===== config.mk =====
export PLATFORM = sky130hd
export DESIGN_NAME = axi_rd_arbiter
export DESIGN_NICKNAME = d
export VERILOG_FILES = /design/src/rtl/axi_rd_arbiter.sv
export SDC_FILE = /design/constraint.sdc
export NUM_CORES = 1
export LEC_CHECK = 0
export CAP_MARGIN = 20
export CORE_MARGIN = 5
export CORE_UTILIZATION = 34
export CTS_CLUSTER_SIZE = 16
export DETAILED_ROUTE_END_ITERATION = 8
export GPL_TIMING_DRIVEN = 0
export PLACE_DENSITY_LB_ADDON = 0.05
export SLEW_MARGIN = 25
export SYNTH_ARGS = -nofsm -noshare
export SYNTH_HDL_FRONTEND = slang
export SYNTH_SLANG_ARGS = --single-unit

===== constraint.sdc =====
create_clock -name clock -period 1.8 [get_ports clock]
set_clock_uncertainty 0.15 [all_clocks]
set_input_delay 0.36 -clock clock [delete_from_list [all_inputs] [get_ports clock]]
set_output_delay 0.36 -clock clock [all_outputs]
set_load 0.02 [all_outputs]

===== src/rtl/axi_rd_arbiter.sv =====
// axi_rd_arbiter
//   Round-robin arbiter that merges N_MST upstream AXI4 read requesters onto one downstream
//   AR/R channel. Only one read burst is outstanding at a time. The granted requester's address
//   phase is registered and replayed downstream, and its R beats are passed straight back to it.
//   The arbiter counts beats against arlen and flags a sticky error when rlast disagrees.
//
// Ports
//   clock, reset          system clock; synchronous active-high reset
//   s_ar*                 per-requester AR channel (payloads packed, slice i = requester i)
//   s_rvalid / s_rready   per-requester R handshake
//   s_rdata / s_rlast     R payload shared by all requesters (qualify with s_rvalid[i])
//   m_ar*                 downstream AR channel (registered payload of the granted requester)
//   m_r*                  downstream R channel
//   err_rlast             sticky flag: rlast disagreed with the beat count

module axi_rd_arbiter #(
  parameter int unsigned N_MST = 2,
  parameter int unsigned AW    = 32,
  parameter int unsigned DW    = 32
) (
  input  logic                clock,
  input  logic                reset,
  input  logic [N_MST-1:0]    s_arvalid,
  output logic [N_MST-1:0]    s_arready,
  input  logic [N_MST*AW-1:0] s_araddr,
  input  logic [N_MST*3-1:0]  s_arsize,
  input  logic [N_MST*8-1:0]  s_arlen,
  input  logic [N_MST*2-1:0]  s_arburst,
  output logic [N_MST-1:0]    s_rvalid,
  input  logic [N_MST-1:0]    s_rready,
  output logic [DW-1:0]       s_rdata,
  output logic                s_rlast,
  output logic                m_arvalid,
  input  logic                m_arready,
  output logic [AW-1:0]       m_araddr,
  output logic [2:0]          m_arsize,
  output logic [7:0]          m_arlen,
  output logic [1:0]          m_arburst,
  input  logic                m_rvalid,
  output logic                m_rready,
  input  logic [DW-1:0]       m_rdata,
  input  logic                m_rlast,
  output logic                err_rlast
);

  localparam int unsigned IdxW = (N_MST > 1) ? $clog2(N_MST) : 1;

  typedef enum logic [1:0] {StIdle, StAr, StRd} state_e;

  state_e          state_q, state_d;
  logic [IdxW-1:0] rr_ptr_q, gnt_q, gnt_idx;
  logic            gnt_valid;
  logic [7:0]      beat_cnt_q;
  logic [AW-1:0]   araddr_q;
  logic [2:0]      arsize_q;
  logic [7:0]      arlen_q;
  logic [1:0]      arburst_q;
  logic            err_q;
  logic            r_hs, last_beat;

  // Scan requesters starting at rr_ptr and wrapping; the first one asserting arvalid wins.
  always_comb begin
    gnt_valid = 1'b0;
    gnt_idx   = '0;
    for (int unsigned k = 0; k < N_MST; k++) begin
      if (!gnt_valid && s_arvalid[(32'(rr_ptr_q) + k) % N_MST]) begin
        gnt_valid = 1'b1;
        gnt_idx   = IdxW'((32'(rr_ptr_q) + k) % N_MST);
      end
    end
  end

  // Handshake routing: ready only in IDLE, R steered to the stored grant only in RD.
  always_comb begin
    s_arready = '0;
    s_rvalid  = '0;
    m_rready  = 1'b0;
    unique case (state_q)
      StIdle: if (gnt_valid) s_arready[gnt_idx] = 1'b1;
      StRd: begin
        s_rvalid[gnt_q] = m_rvalid;
        m_rready        = s_rready[gnt_q];
      end
      default: ;
    endcase
  end

  assign r_hs      = m_rvalid && m_rready;
  assign last_beat = (beat_cnt_q == arlen_q);

  always_comb begin
    state_d = state_q;
    unique case (state_q)
      StIdle:  if (gnt_valid) state_d = StAr;
      StAr:    if (m_arready) state_d = StRd;
      // Burst length is governed by the count, never by rlast.
      StRd:    if (r_hs && last_beat) state_d = StIdle;
      default: state_d = StIdle;
    endcase
  end

  always_ff @(posedge clock) begin
    if (reset) state_q <= StIdle;
    else       state_q <= state_d;
  end

  always_ff @(posedge clock) begin
    if (reset) begin
      rr_ptr_q   <= '0;
      gnt_q      <= '0;
      beat_cnt_q <= '0;
      araddr_q   <= '0;
      arsize_q   <= '0;
      arlen_q    <= '0;
      arburst_q  <= '0;
      err_q      <= 1'b0;
    end else begin
      if (state_q == StIdle && gnt_valid) begin
        araddr_q   <= s_araddr[gnt_idx*AW +: AW];
        arsize_q   <= s_arsize[gnt_idx*3 +: 3];
        arlen_q    <= s_arlen[gnt_idx*8 +: 8];
        arburst_q  <= s_arburst[gnt_idx*2 +: 2];
        gnt_q      <= gnt_idx;
        beat_cnt_q <= '0;
      end
      if (state_q == StRd && r_hs) begin
        if (m_rlast != last_beat) err_q <= 1'b1;
        if (last_beat) begin
          rr_ptr_q <= (gnt_q == IdxW'(N_MST - 1)) ? '0 : gnt_q + 1'b1;
        end else begin
          beat_cnt_q <= beat_cnt_q + 8'd1;
        end
      end
    end
  end

  assign m_arvalid = (state_q == StAr);
  assign m_araddr  = araddr_q;
  assign m_arsize  = arsize_q;
  assign m_arlen   = arlen_q;
  assign m_arburst = arburst_q;
  assign s_rdata   = m_rdata;
  assign s_rlast   = m_rlast;
  assign err_rlast = err_q;

endmodule


==> results.md, run 1 <==
- CTS Buffer Depth: 2
- Crit-path leading delay family: flip-flops
- Place WS: -1.159 ns
- Failing checks: negative setup slack
- # port buffers: 183
- First-pass GRT wire length: 14620 um
- IO Pins: 216
- Die Width: 102.7 um
- Critical Path Max Stage Delay: 0.37 ns
- Sequential area share after synthesis: 39.73%
- Hold path startpoint: beat_cnt_q[7]
- Syn nets: 441
- Maximum VDD drop: 0.3323 mV
- Tcrit/Tclk final: 103.0%
- Most common cell on crit path: buf_6
- Initial antenna violation count: 1
- Power per cell area: 736.2 nW/um2
- Crit-path max FO: 5
- Hold slack: 0.3436 ns
- CTS tree: built
- Slew headroom: 65.49%
- Fin crit period: 1.853 ns
- Area delta synth->final: 79.49%
- Final Hold Vio Count: 0
- Critical Path Source: state_q[1]
- Endpoints failing setup: 2
- Worst setup EP type: output port
- CTS sink cnt: 58
- PnR worst setup slack: -0.05324 ns
- Die Area: 10550 um2
- Mapped Cells: 309
- RSZ-0062 raised after global routing: true
- Post-DP HPWL: 7618 um
- Worst-skew pair later-pin latency: 0.33 ns
- # fillers: 743
- Inserted Clock Buffers: 9
- Worst hold-check path type: flip-flop to flip-flop
- Buffers & Inverters on Critical Path: 2
- Hold_buf cts: 0
- Die Y: 102.7 um
- Max Freq: 0.5396 GHz
- Synth cell types: 38
- # rows: 33
- DR WL/cell: 16.04 um
- CP arrival: 1.34 ns
- Async S/R FF share, synth: 0%
- Main synth FF type: dfxtp_1
- DRT Pass-1 Iters: 5
- Yosys reg bits: 58
- GRT overflow: 0
- Antenna-violating nets left: 0
- Number of synthesized flops with an enable pin: 0
- Final Max Tran Viols: 0
- Core Util, Final: 63.21%
- Post-synthesis area per instance: 9.459 um2
- Synth warn: 0
- Via Count: 3098
- DRC viols: 0
- GRT Overall Usage: 17.74%
- 1st-iter DRT viols: 169
- Max cap viols: 0
- Worst-path clk slew: 0.07 ns
- Placer Congestion: 0.8178
- Share of layout cells above drive strength 1: 21.51%
- Worst EP required: 1.29 ns
- Nets: 644
- CTS Root Cell: clkbuf_8
- Initial Util: 35.22%
- H-tree depth: 3
- Cell Chain, Critical Path: a2111oi_4, buf_6, buf_6
- Largest net degree at the start of global routing: 11
- Via density: 4.981
- Reg-to-reg startpoint: beat_cnt_q[2]
- Critical Path Source Type: flip-flop
- Worst Path Class, Setup: flip-flop to output port
- Tot Pwr: 3.862 mW
- Core ar.: 8299 um2
- Static Leak: 2.466 nW
- Status: finished, violations left
- Vias in the first global route: 3084
- Synthesized area: 2923 um2
- Slowest CP cell: dfxtp_4
- WL final: 9975 um
- Measured slew at the worst slew-check pin: 0.5177 ns
==> repair_timing <==
item | in CTS | in global routing
pin swaps | 5 | 3
buffers inserted | 9 | 2
endpoints found under the setup margin | 74 | 43
hold endpoints to repair | 0 | 0
gates resized for setup | 98 | 32
==> flip-flops by register name, indices dropped and copies added, names as in the netlist <==
signal and cells:
beat_cnt_q 8, err_rlast 1, gnt_q 1, m_araddr 32, m_arburst 2, m_arlen 8
m_arsize 3, rr_ptr_q 1, state_q 2
==> metal layers <==
layer	wire length (um)	vias up	global-route usage, %
li1	-	1508	-
met1	3616	1422	19.90
met2	5079	150	30.73
met3	1065	18	6.495
met4	214	0	6.559
met5	0	-	0
==> power by group <==
| group | switching [mW] | internal, mW | total [mW] |
|---|---|---|---|
| logic | 0.638 | 0.670 | 1.31 |
| clock network | 0.510 | 0.560 | 1.07 |
| registers | 0.0810 | 1.40 | 1.48 |
| total | 1.23 | 2.63 | 3.86 |
==> area by class of cell <==
cell class / count / area (um2) / share of cell area, %
Sequential cell: 58 / 1176 / 22.42
Multi-Input combinational cell: 193 / 1500 / 28.60
Buffer: 53 / 366.6 / 6.988
Clock inverter: 3 / 15.01 / 0.2862
Tap cell: 105 / 131.4 / 2.504
Antenna cell: 1 / 2.502 / 0.04770
Clock buffer: 12 / 155.1 / 2.957
Inverter: 3 / 11.26 / 0.2146
Timing Repair Buffer: 194 / 1888 / 35.99
==> Yosys cell counts, drive strengths merged, types with 2 or more instances <==
cell     number  area (um2)
xor2          8       70.07
mux2i        29       290.3
a21oi         7       35.03
nor2         48       180.2
and2          2       12.51
a211oi       24       180.2
and3b         2       17.52
nand2        11       43.80
buf          47       325.3
nor4          4       61.31
or2           2       12.52
a222oi       24       240.2
nand3         4       20.02
inv           3       11.26
a2111oi       2       37.54
nand2b        7       43.79
nand4         2       12.51
nor2b         4       25.02
mux2          2       22.52
clkbuf        8       30.03
and4          2       17.52
dfxtp        58        1161
==> cells by family after synthesis <==
family | share of synthesized area (%)
and+or+nand+nor | 16.18
xor gates and xnor gates | 2.397
muxes | 10.70
adders and majority gates | 0.4280
buffers and inverters | 12.54
DFF | 39.73
AOI/OAI and AO/OA | 18.02
==> final timing paths <==
check / depth (start not counted) / slack [ns] / end
setup / recovery: 3 / -0.05 / s_arready[0]
hold / removal: 2 / 0.34 / beat_cnt_q[7]
setup reg to reg: 4 / 0.07 / rr_ptr_q
hold reg to reg: 2 / 0.34 / beat_cnt_q[7]
==> per-stage QoR <==
step	cells	instance area [um2]	setup TNS, ns
2_1_floorplan	309	2923	0
3_3_place_gp	597	4886	-26.28
3_5_place_dp	597	4886	-26.48
4_1_cts	620	5136	-0.1742
5_1_grt	622	5246	-0.2486
6_report	622	5246	-0.06970
==> layout by cell type (no fill, tap or decap), types with 3 or more instances in the layout <==
| cell | count |
|---|---|
| clkbuf_1 | 5 |
| dlygate4sd2_1 | 40 |
| a21oi_1 | 6 |
| xor2_2 | 7 |
| buf_4 | 48 |
| clkbuf_8 | 11 |
| a211oi_1 | 24 |
| mux2i_1 | 29 |
| nor2_1 | 47 |
| nand2b_1 | 7 |
| buf_2 | 7 |
| a222oi_1 | 24 |
| clkdlybuf4s50_1 | 126 |
| dfxtp_4 | 3 |
| nand2_1 | 10 |
| dfxtp_2 | 3 |
| buf_6 | 5 |
| clkinv_2 | 3 |
| nor2b_1 | 3 |
| clkbuf_2 | 5 |
| dfxtp_1 | 52 |
| nand3_1 | 4 |
| dlymetal6s2s_1 | 10 |
==> worst register-to-register path, cell delays in order (launching register included) <==
cell,delay [ns]
dfxtp_2,0.43
xor2_2,0.14
nor4_4,0.33
and3b_2,0.25
mux2_1,0.32
No activity file was read; power rests on OpenSTA's default activity.
==> inputs of run 2 (changes only) <==
--- a/config.mk
+++ b/config.mk
@@ -7,5 +7,5 @@
 export LEC_CHECK = 0
 export CAP_MARGIN = 20
-export CORE_MARGIN = 5
+export CORE_MARGIN = 8
 export CORE_UTILIZATION = 34
 export CTS_CLUSTER_SIZE = 16
--- a/constraint.sdc
+++ b/constraint.sdc
@@ -3,3 +3,3 @@
 set_input_delay 0.36 -clock clock [delete_from_list [all_inputs] [get_ports clock]]
 set_output_delay 0.36 -clock clock [all_outputs]
-set_load 0.02 [all_outputs]
+set_load 0.005 [all_outputs]
==> results.md, run 2 (same netlist as run 1, synthesis figures left out) <==
- Place WS: -1.038 ns (+0.1205 ns)
- Hold_buf cts: 0 (unchanged)
- Antenna-violating nets left: 0 (unchanged)
- Initial Util: 34.35% (-0.86 points)
- Fin crit period: 1.806 ns (-0.04755 ns)
- Die Width: 108.7 um (+5.8%)
- # rows: 34 (+3.0%)
- Core ar.: 8508 um2 (+2.5%)
- Initial antenna violation count: 0 (-1)
- GRT Overall Usage: 16.54% (-1.2 points)
- Vias in the first global route: 3082 (-0.065%)
- CTS Root Cell: clkbuf_8
- DRT Pass-1 Iters: 7 (+2)
- Max Freq: 0.5538 GHz (+2.6%)
- Commonest non-fill, non-tap cell in the layout: clkdlybuf4s50_1
- Inserted Clock Buffers: 9 (unchanged)
- CTS sink cnt: 58 (unchanged)
- Ant diodes: 0 (-1)
- Slew headroom: 66.83% (+1.3 points)
- Most frequent cells in the layout: 171 x clkdlybuf4s50_1, 50 x buf_4, 47 x nor2_1, 47 x dfxtp_1, 29 x mux2i_1
- Reg-to-reg startpoint: state_q[1]
- Share of layout cells above drive strength 1: 22.22% (+0.71 points)
- PnR worst setup slack: -0.005687 ns (+0.04755 ns)
- Post-Place Cell Area: 4890 um2 (about the same)
- Worst hold-check path type: flip-flop to flip-flop
- WL final: 10440 um (+4.6%)
- Area delta synth->final: 82.92%
- Final instance area: 5346 um2 (+1.9%)
- Worst-skew pair later-pin latency: 0.33 ns (about the same)
- CTS Buffer Depth: 2 (unchanged)
- Tot Pwr: 4.017 mW (+4.0%)
- Flop-to-flop setup slack: 0.05 ns (-0.02 ns)
- Worst-path clk slew: 0.06 ns (about the same)
- # port buffers: 183 (unchanged)
- Hold slack: 0.3455 ns (+0.001942 ns)
- 1st-iter DRT viols: 201 (+19%)
- Post-DP HPWL: 8200 um (+7.6%)
- Endpoints failing setup: 3 (+1)
- Worst setup EP type: output port
- CTS tree: built
- H-tree depth: 3 (unchanged)
- Final Max Tran Viols: 0 (unchanged)
- RSZ-0062 raised after global routing: true
- DR WL/cell: 16.57 um (+3.3%)
- Static Leak: 2.249 nW (-8.8%)
- Footprint of the multi-input gates: 1486 um2 (-0.92%)
- # fillers: 736 (-0.94%)
- Die Y: 108.7 um (+5.8%)
- Largest net degree at the start of global routing: 11 (unchanged)
- Critical Path Source: state_q[1]
- Failing checks: negative setup slack
- Max cap viols: 0 (unchanged)
- Die Area: 11820 um2 (+12%)
- Status: finished, violations left
- CP arrival: 1.30 ns (-0.04 ns)
- IO Pins: 216 (unchanged)
- Core Util, Final: 62.84% (-0.38 points)
- Worst EP required: 1.29 ns (about the same)
- Worst Path Class, Setup: flip-flop to output port
- Final Hold Vio Count: 0 (unchanged)
- Via Count: 3098 (unchanged)
- Measured slew at the worst slew-check pin: 0.4975 ns (-0.02019 ns)
- Nets: 649 (+0.78%)
- Hold path startpoint: m_araddr[7]
- Maximum VDD drop: 0.4034 mV (+21%)
- GRT overflow: 0 (unchanged)
- Power per cell area: 751.4 nW/um2 (+2.1%)
- Max reg flops: 32 (unchanged)
- First-pass GRT wire length: 15600 um (+6.7%)
- Critical Path Source Type: flip-flop
- Via density: 4.917 (-1.3%)
- Crit-path max FO: 3 (-2)
- DRC viols: 0 (unchanged)
- Placer Congestion: 0.8090 (-1.1%)
- Tcrit/Tclk final: 100.3% (-2.6 points)
- Register area: 1182 um2 (+0.53%)
[run 2: cell types whose count changed in the layout (fill, tap and decap cells not counted), sizes merged]
cell,change
buf,+6
bufinv,+2
clkdlybuf4s15,+1
clkdlybuf4s50,+45
clkinv,-3
diode,-1
dlygate4sd2,-38
dlymetal6s2s,-7
[run 2: report_power, final]
part           switching, mW  total (mW)  internal (mW)
logic                  0.461        1.21          0.748
registers             0.0831        1.49           1.41
clock network          0.498        1.32          0.821
[run 2: worst max-delay path, cell delays in order, from the launching register on]
cell     delay (ns)
dfxtp_4        0.36
buf_4          0.14
and3b_2        0.21
and2_4         0.16
buf_6          0.11
[run 2: final timing paths]
kind	to	depth (start not counted)
worst max-delay path	s_rvalid[1]	4
worst min-delay path	m_araddr[7]	2
worst max register to register	rr_ptr_q	6
worst min register to register	m_araddr[7]	2
[run 2: final cells by class]
class	instances	area share, %
flip-flops and latches	58	22.12
repair buffers	197	36.20
clock buffers	14	2.855
inverters	3	0.2106
plain buffers	55	7.161
multi-input cells	193	27.80
well taps	108	2.528
clock inverters	2	1.123
[run 2: what timing repair did]
item | 4_1_cts | 5_1_grt
endpoints found under the setup margin | 47 | 37
buffers inserted | 9 | 5
gates resized for setup | 45 | 34
pin swaps | 4 | 2
[run 2: through the flow]
stage / TNS (ns) / instances
3_5_place_dp: -26.34 / 600
3_3_place_gp: -25.55 / 600
4_1_cts: -0.2071 / 625
5_1_grt: -0.2394 / 630
6_report: -0.01451 / 630
2_1_floorplan: 0 / 309
[run 2: metal layers]
layer	share of wire, %	routed length (um)	global-route usage [%]
met5	0	0	0
met1	38	3941	18.19
met4	1.6	167	6.549
met2	51	5339	28.33
met3	9.5	989	6.147
==> inputs of run 3 (changes only) <==
Settings changed: CORE_UTILIZATION 34 to 30.
==> results.md, run 3 (same netlist as run 1, synthesis figures left out) <==
- Core ar.: 9594 um2 (+13%)
- Placed cell count: 625 (+4.2%)
- WL final: 11110 um (+6.4%)
- Worst hold-check path type: flip-flop to flip-flop
- Endpoints failing setup: 2 (-1)
- H-tree depth: 3 (unchanged)
- Most frequent cells in the layout: 171 x clkdlybuf4s50_1, 51 x buf_4, 47 x nor2_1, 40 x dfxtp_1, 29 x mux2i_1
- Hold Crit Depth: 2 (unchanged)
- Reg-to-reg startpoint: beat_cnt_q[6]
- Die Area: 13160 um2 (+11%)
- DR WL/cell: 17.01 um (+2.7%)
- Power per cell area: 726.6 nW/um2 (-3.3%)
- First-pass GRT wire length: 16700 um (+7.1%)
- Flop-to-flop setup slack: 0.05 ns (about the same)
- # port buffers: 183 (unchanged)
- DRT Pass-1 Iters: 8 (+1)
- Initial Util: 30.46% (-3.9 points)
- Die Y: 114.7 um (+5.5%)
- Worst-path clk slew: 0.07 ns (about the same)
- IO Pins: 216 (unchanged)
- 1st-iter DRT viols: 224 (+11%)
- Place WS: -1.057 ns (-0.01873 ns)
- Vias in the first global route: 3314 (+7.5%)
- Post-Place Cell Area: 4921 um2 (+0.64%)
- DRC viols: 0 (unchanged)
- Failing checks: negative setup slack
- Max cap viols: 0 (unchanged)
- Worst-skew pair later-pin latency: 0.33 ns (about the same)
- Inserted Clock Buffers: 9 (unchanged)
- Placer Congestion: 0.8133 (+0.53%)
- Worst reg-to-reg path cell count: 4 (-2)
- Slew headroom: 64.78% (-2.1 points)
- CTS tree: built
- Measured slew at the worst slew-check pin: 0.5284 ns (+0.03087 ns)
- Static Leak: 2.201 nW (-2.1%)
- Via Count: 3098 (unchanged)
- Tcrit/Tclk final: 102.5% (+2.2 points)
- CP arrival: 1.33 ns (+0.03 ns)
- Worst Path Class, Setup: flip-flop to output port
- Hold endpoint: m_araddr[22]
- Via density: 4.744 (-3.5%)
- GRT overflow: 0 (unchanged)
- Non-filler instance count after layout: 653 (+3.7%)
- Setup TNS: -0.04808 ns (-0.03357 ns)
- Worst EP required: 1.29 ns (about the same)
- # rows: 36 (+5.9%)
- Post-DP HPWL: 8664 um (+5.7%)
- Worst r2r dst: rr_ptr_q
- Critical Path Source Type: flip-flop
- Die Width: 114.7 um (+5.5%)
- CTS Root Cell: clkbuf_8
- Share of layout cells above drive strength 1: 23.89% (+1.7 points)
- Antenna-violating nets left: 0 (unchanged)
- Crit-path max FO: 4 (+1)
- Tot Pwr: 3.895 mW (-3.0%)
- Area delta synth->final: 83.39%
- Final Hold Vio Count: 0 (unchanged)
- Initial antenna violation count: 1 (+1)
- Hold path startpoint: m_araddr[22]
- CTS sink cnt: 58 (unchanged)
- Largest net degree at the start of global routing: 11 (unchanged)
- Worst setup EP type: output port
- Commonest non-fill, non-tap cell in the layout: clkdlybuf4s50_1
- Final instance area: 5360 um2 (+0.26%)
- Final Max Tran Viols: 0 (unchanged)
- Nets: 647 (-0.31%)
- CTS Buffer Depth: 2 (unchanged)
- RSZ-0062 raised after global routing: true
- # fillers: 897 (+22%)
- GRT Overall Usage: 16.13% (-0.41 points)
- PnR worst setup slack: -0.04492 ns (-0.03923 ns)
- Max reg flops: 32 (unchanged)
- Status: finished, violations left
- Maximum VDD drop: 0.3698 mV (-8.3%)
- Max Freq: 0.5420 GHz (-2.1%)
- Fin crit period: 1.845 ns (+0.03923 ns)
## run 3: critical path, stage by stage, from the launching register on
cell and delay, ns:
dfxtp_2 0.35, a2111oi_4 0.41, buf_6 0.16, buf_6 0.09
## run 3: stage by stage
step	util [%]	hold WS, ns
6_report	55.87	0.3474
5_1_grt	55.87	0.3698
4_1_cts	54.55	0.3462
3_5_place_dp	51.29	0.3358
3_3_place_gp	51.29	0.3153
2_1_floorplan	-	0.3042
## run 3: what timing repair did
action	4_1_cts	5_1_grt
cloned	0	0
setup endpoints to repair	47	38
pin swaps	6	6
hold buffers	0	0
resized for setup	57	32
buffers inserted	11	4
## run 3: layout make-up
type | count | area (um2) | area share (%)
timing repair buffer | 198 | 1923 | 35.88
multi-input combinational | 193 | 1515 | 28.27
sequential | 58 | 1196 | 22.32
buffer | 52 | 360.3 | 6.723
tap | 133 | 166.4 | 3.105
clock buffer | 12 | 145.1 | 2.708
clock inverter | 3 | 40.04 | 0.7470
inverter | 3 | 11.26 | 0.2101
antenna | 1 | 2.502 | 0.04669
## run 3: how the worst max path moves through the flow
stage | to | depth (start not counted) | slack, ns | start
3_3_place_gp | s_arready[0] | 4 | -1.08 | s_arvalid[1]
5_1_grt | s_arready[0] | 3 | -0.10 | rr_ptr_q
6_report | s_arready[0] | 3 | -0.04 | rr_ptr_q
2_1_floorplan | rr_ptr_q | 4 | 0.12 | m_arlen[7]
3_5_place_dp | s_arready[0] | 4 | -1.06 | s_arvalid[1]
4_1_cts | s_arready[0] | 3 | -0.08 | state_q[1]
## run 3: report_power, final
part | switching (mW) | internal, mW | total [mW]
Clock | 0.513 | 0.666 | 1.18
Sequential | 0.0903 | 1.41 | 1.50
Combinational | 0.467 | 0.753 | 1.22
Total | 1.07 | 2.83 | 3.89
## run 3: per-layer routing
metal  GRT usage [%]  up-vias  wire [um]
li1                -     1508          -
met2           28.89      117       5801
met5               0        -          0
met3           6.909       12       1130
met4           5.517        0        146
met1           16.51     1461       4029
